==> src/rtl/xilinx_distram_fifo_ctrl.sv <==
// FIFO controller for an external dual-port distributed RAM: pointers, occupancy and a registered output stage.
// Optional: define XILINX_DISTRAM_FIFO_ALMOST_FULL_EN to add a registered ALMOST_FULL output.
module xilinx_distram_fifo_ctrl #(
  parameter int unsigned ADDR_WIDTH   = 6,
  parameter int unsigned DATA_WIDTH   = 8,
  parameter int unsigned AFULL_THRESH = (2 ** ADDR_WIDTH) - 4
) (
  input  logic                  WCLK,
  input  logic                  RST,
  input  logic                  S_VALID,
  output logic                  S_READY,
  input  logic [DATA_WIDTH-1:0] S_DATA,
  output logic                  M_VALID,
  input  logic                  M_READY,
  output logic [DATA_WIDTH-1:0] M_DATA,
  output logic [ADDR_WIDTH-1:0] RAM_A,
  output logic [DATA_WIDTH-1:0] RAM_D,
  output logic                  RAM_WE,
  output logic [ADDR_WIDTH-1:0] RAM_DPRA,
  input  logic [DATA_WIDTH-1:0] RAM_DPO,
  output logic                  FULL,
  output logic                  EMPTY,
  output logic [ADDR_WIDTH:0]   COUNT
`ifdef XILINX_DISTRAM_FIFO_ALMOST_FULL_EN
  ,
  output logic                  ALMOST_FULL
`endif
);

  localparam int unsigned DEPTH = 2 ** ADDR_WIDTH;
  localparam logic [ADDR_WIDTH:0] DEPTH_CNT = (ADDR_WIDTH + 1)'(DEPTH);

  logic [ADDR_WIDTH-1:0] wptr;
  logic [ADDR_WIDTH-1:0] rptr;
  logic [ADDR_WIDTH:0]   ram_cnt;
  logic                  m_valid;
  logic [DATA_WIDTH-1:0] m_data;
  logic                  full;
  logic                  push;
  logic                  load;

  // Status depends only on registered state; RST blocks the write strobe so a coincident push is dropped.
  assign full    = (ram_cnt == DEPTH_CNT);
  assign push    = S_VALID & ~full & ~RST;
  assign load    = (ram_cnt != '0) & (~m_valid | M_READY);

  assign S_READY  = ~full;
  assign FULL     = full;
  assign EMPTY    = (ram_cnt == '0) & ~m_valid;
  assign COUNT    = ram_cnt + {{ADDR_WIDTH{1'b0}}, m_valid};
  assign RAM_A    = wptr;
  assign RAM_D    = S_DATA;
  assign RAM_WE   = push;
  assign RAM_DPRA = rptr;
  assign M_VALID  = m_valid;
  assign M_DATA   = m_data;

  always_ff @(posedge WCLK) begin
    if (RST) begin
      wptr    <= '0;
      rptr    <= '0;
      ram_cnt <= '0;
      m_valid <= 1'b0;
      m_data  <= '0;
    end else begin
      if (push) begin
        wptr <= wptr + 1'b1;
      end
      if (load) begin
        m_data  <= RAM_DPO;
        m_valid <= 1'b1;
        rptr    <= rptr + 1'b1;
      end else if (m_valid & M_READY) begin
        m_valid <= 1'b0;
      end
      if (push & ~load) begin
        ram_cnt <= ram_cnt + 1'b1;
      end else if (load & ~push) begin
        ram_cnt <= ram_cnt - 1'b1;
      end
    end
  end

`ifdef XILINX_DISTRAM_FIFO_ALMOST_FULL_EN
  localparam logic [ADDR_WIDTH:0] AFULL_CNT = (ADDR_WIDTH + 1)'(AFULL_THRESH);

  // Samples the current occupancy, so the flag trails each occupancy change by one edge.
  always_ff @(posedge WCLK) begin
    if (RST) begin
      ALMOST_FULL <= 1'b0;
    end else begin
      ALMOST_FULL <= (ram_cnt >= AFULL_CNT);
    end
  end
`endif

endmodule

==> config.mk <==
export PLATFORM = sky130hd
export DESIGN_NAME = xilinx_distram_fifo_ctrl
export DESIGN_NICKNAME = d
export VERILOG_FILES = /design/src/rtl/xilinx_distram_fifo_ctrl.sv
export SDC_FILE = /design/constraint.sdc
export NUM_CORES = 1
export LEC_CHECK = 0
export ABC_CLOCK_PERIOD_IN_PS = 3200
export CORE_ASPECT_RATIO = 1.2
export CORE_MARGIN = 8
export CORE_UTILIZATION = 35
export DETAILED_ROUTE_END_ITERATION = 7
export GPL_TIMING_DRIVEN = 0
export PLACE_DENSITY = 0.72
export SYNTH_ARGS = -nofsm -noshare
export SYNTH_HDL_FRONTEND = slang
export SYNTH_SLANG_ARGS = --single-unit
==> constraint.sdc <==
create_clock -name WCLK -period 3.2 [get_ports WCLK]
set_input_delay 0.64 -clock WCLK [delete_from_list [all_inputs] [get_ports WCLK]]
set_output_delay 0.64 -clock WCLK [all_outputs]
set_load 0.02 [all_outputs]
Yosys cells after proc, flatten, opt, wreduce, memory -nomap -nowiden
Cells that the tools add are included.

Output and inout port bits: 40. Bits in registers: 28. Input port bits: 20.

Bitwise operators: 13. Reductions and logical operators: 4. Multiplexer cells: 4. Eq/ne operators: 1. Add/subtract/negate cells: 5.

Operator list (number): 7-bit 2-to-1 mux (2); 6-bit by 1-bit adder with 6-bit output (second input constant) (2); 7-bit by 1-bit adder with 7-bit output (1); 7-bit by 1-bit adder with 7-bit output (second input constant) (1); 1-bit bitwise AND (7); 7-bit equality test (second input constant) (1); 7-bit logical NOT (1); 7-bit nonzero test (1); 7-bit by 1-bit subtractor with 7-bit output (second input constant) (1); 1-bit inverter (5); 2-bit nonzero test (2); 1-bit 2-to-1 mux (2); 1-bit bitwise OR (1).

Depth between registers and ports, before layout
Depth after elaboration: 8. Mapped depth: 12. Mapped depth without buffers: 11.

Worst setup path before layout
Ideal clock, no wire load.

Path kind: register to register. Start point: register ram_cnt[1]. End point: register ram_cnt[6]. Arrival: 3333 ps. Required time: 3077 ps. Clock period less this slack: 3456 ps. Setup slack: -256 ps. Stages on the path, launching flop included: 12. Cell sequence: dfxtp_1 > nor4_4 > nand3_1 > inv_1 > nor3_1 > ha_1 > inv_1 > ha_1 > o21ai_1 > or4_1 > o221a_2 > mux2_1.

Longest elaborated chain between the ends: 7.

Ends and longest elaborated chain: start, declared (RTL line 35) `logic [ADDR_WIDTH:0] ram_cnt;`; start signal, assigned (RTL line 77) `ram_cnt <= ram_cnt + 1'b1;`; start signal, assigned (RTL line 79) `ram_cnt <= ram_cnt - 1'b1;`; 7-bit equality test (*) (RTL line 43) `assign full = (ram_cnt == DEPTH_CNT);`; 1-bit inverter (*); net S_READY (RTL line 11) `output logic S_READY,`; 1-bit bitwise AND (*) (2 in a row) (RTL line 44) `assign push = S_VALID & ~full & ~RST;`; net RAM_WE (RTL line 18) `output logic RAM_WE,`; 1-bit inverter (RTL line 78) `end else if (load & ~push) begin`; 1-bit bitwise AND (RTL line 78); 2-bit nonzero test (no line).

The timed path passes the listed nets; every way through them passes the cells marked *. The select of a mux whose other input is x is not followed. A chain may end at the register's enable or synchronous reset.

Worst setup path in the final report
Start point: input port M_READY. End point: register ram_cnt[6].

Longest elaborated chain between the ends: 5.

Ends and longest elaborated chain: start, declared (RTL line 14) `input logic M_READY,`; 1-bit bitwise OR (*) (RTL line 45) `assign load = (ram_cnt != '0) & (~m_valid | M_READY);`; 1-bit bitwise AND (*) (RTL line 45); 1-bit inverter (RTL line 76) `if (push & ~load) begin`; 1-bit bitwise AND (RTL line 76); 7-bit 2-to-1 mux or 2-bit nonzero test (tied branches).

Every way passes the cells marked *; elsewhere a longest branch is shown, timed or not.

==> run_results.csv <==
group,metric,value,unit
floorplanning,boundaryPins,60,
hold_path,worstHoldPathType,"register to register",
route,routed_wl,4040,um
logic_synthesis,avgSynthCellArea,9.03,um^2
critical_path,path_max_fanout,6,
placement,io_buffers,51,
floorplanning,die-area,7000,um^2
final_layout,multi_input_area,950,um^2
sta,fin_crit_sh,96.7,%
final_layout,final_common_cell,"clkdlybuf4s50_1",
logic_synthesis,syn_inst,177,
grt,use_met2,21.1,%
sta,maxSlewHeadroom,65.7,%
sta,hold_viol_final,0,
cts,root_buffer,"clkbuf_8",
route,drc,0,
logic_synthesis,synth_area_leaders,"dfxtp_1 (35%), ha_1 (7.8%), mux2i_1 (6.9%)",
grt,grt_pass1_wl,6700,um
logic_synthesis,async_flop_share,0,%
run,drv_cap,0,
grt,antenna_found_initial,0,
sta,min_period,3090,ps
logic_synthesis,synth_largest_area_cell,"dfxtp_1",
critical_path,critPathRequiredTime,3370,ps
critical_path,crit_type,"primary input to register",
cts,cts_buffer_depth,2,
grt,grt_util_met1,12.1,%
final_layout,areaGrowthSynthToFinish,45.9,%
grt,grt_max_degree,17,
floorplanning,die_x,77.7,um
grt,grt_pass1_vias,1407,
final_layout,filler_cell_count,437,
cts,cts_tree,"built",
route,wl_per_cell,13.7,um
placement,place_ws,-601,ps
route,routed_via_density,4.97,
cts,clk_latency,270,ps
power,leakagePower,0.938,nW
logic_synthesis,syn_nets,208,
placement,finalWeightedCongestion,0.769,
critical_path,cp.arrival,3260,ps
final_layout,antenna_cells,0,
sta,worst_pin_slew,514,ps
sta,setup_viol,0,
cts,clock-sinks,28,
sta,final-max-slew-violation-count,0,
logic_synthesis,yosysSeqAreaShare,35.1,%
final_layout,instances_no_fill,294,
sta,finalWorstSetupSlack,107,ps
power,ir_drop,0.342,mV
route,dr.pass1.iters,4,
final_layout,mostFrequentLayoutCells,"clkdlybuf4s50_1 (51), dfxtp_1 (27), nor2_1 (20)",
sta,clock_skew,3.97,ps
grt,grt_usage,11.4,%
placement,hpwl,3120,um
final_layout,regArea,562,um^2
placement,dp_cells,286,
cts,cts_buffers,3,
cts,clkSlewWorstSetupHoldPaths,100,ps
cts,h-tree-depth,1,
power,power_density,840,nW/um^2
critical_path,critPathLaunchType,"primary input",
sta,fmax,323,MHz
route,vias,1462,
final_layout,drive_gt1_share,14.4,%
floorplanning,die_y,90.0,um
logic_synthesis,synth_edf_count,0,
grt,grt-ovfl-total,0,
sta,hold_slack,482,ps
route,antenna_left,0,
logic_synthesis,ys_seq_elements,28,
grt,grt_most_used_layer,"met2",
logic_synthesis,synth_cell_types,41,
status,outcome,"completed",
logic_synthesis,synth_top_area_share,35.1,%
logic_synthesis,syn-cell-area,1600,um^2
final_layout,nets,268,
critical_path,end_kind,"register",
route,drt_iter0_drc,69,
grt,met3_usage,2.69,%
floorplanning,core,4490,um^2
floorplanning,start_util,35.6,%
floorplanning,rows,27,
final_layout,utilization,51.9,%
logic_synthesis,yosysWarnings,0,
logic_synthesis,synth_ff_type,"dfxtp_1",
critical_path,r2r_slack,180,ps
flip-flops by register name (all words and copies together) (netlist names):
register and cells:
M_DATA 8, M_VALID 1, RAM_A 6, RAM_DPRA 6, ram_cnt 7
final timing paths:
kind         depth (start not counted)   startpoint     endpoint
max reg2reg                         12   ram_cnt[3]   ram_cnt[6]
min reg2reg                          2  RAM_DPRA[5]  RAM_DPRA[5]
min                                  2  RAM_DPRA[5]  RAM_DPRA[5]
max                                 12      M_READY   ram_cnt[6]
critical path, cell delays in order:
cell	delay, ps
clkdlybuf4s50_1	470
inv_1	60
a32oi_4	230
buf_6	150
inv_1	50
ha_2	190
inv_2	120
ha_1	260
o21ai_1	130
or4_1	510
o221a_2	140
mux2_1	300
through the flow:
step / setup TNS (ps) / instance area, um^2 / power, mW
detailed placement: -1640 / 2190 / 1.60
finish: 0 / 2330 / 1.96
CTS: 0 / 2300 / 1.94
global placement: -1570 / 2190 / 1.58
global route: -0.204 / 2330 / 2.10
floorplan: 0 / 1600 / 1.26
timing repair:
action	in CTS	in global routing
hold endpoints to repair	0	0
pin swaps	1	2
gates resized for setup	5	7
hold buffers	0	0
buffers inserted	3	1
endpoints found under the setup margin	2	2
cells in the mapped netlist, types with 2 or more instances:
cell / count
or3_1: 3
nor3_1: 3
a21oi_1: 8
a211oi_1: 3
o21ai_0: 4
mux2i_1: 11
nand2_1: 4
nor2_1: 21
a31oi_1: 3
buf_1: 2
dfxtp_1: 28
ha_1: 10
xor2_1: 3
a21o_1: 3
nor4b_1: 2
nand4_1: 5
clkbuf_1: 2
o31ai_1: 4
or4_1: 4
nand3_1: 8
and2_1: 2
buf_4: 9
inv_1: 8
xnor2_1: 10
area by class of cell:
cell class / count / share of cell area (%)
tap: 58 / 3.11
buffer: 15 / 4.56
multi-input combinational: 126 / 40.7
clock buffer: 3 / 1.77
sequential: 28 / 24.1
timing repair buffer: 55 / 23.2
clock inverter: 1 / 1.29
inverter: 8 / 1.29
per-layer routing:
metal | wire length, um | up-vias
met5 | 0 | -
met4 | 35 | 0
met3 | 215 | 2
met2 | 2140 | 43
met1 | 1640 | 668
li1 | - | 749
report_power, final:
group          leakage [nW]  switching [mW]  internal (mW)
sequential            0.231           0.105          0.431
clock                0.0357           0.115          0.167
combinational         0.672           0.568          0.571
total                 0.938           0.788           1.17
cell families after synthesis:
| logic type | count (synthesis) | synth area share (%) |
|---|---|---|
| muxes | 12 | 7.59 |
| buffers and inverters | 23 | 8.06 |
| xor gates and xnor gates | 13 | 7.12 |
| DFF | 28 | 35.1 |
| AOI/OAI and AO/OA | 31 | 12.9 |
| and+or+nand+nor | 59 | 20.2 |
| adders and majority gates | 11 | 9.08 |
Power figures use the tool's default switching activity.
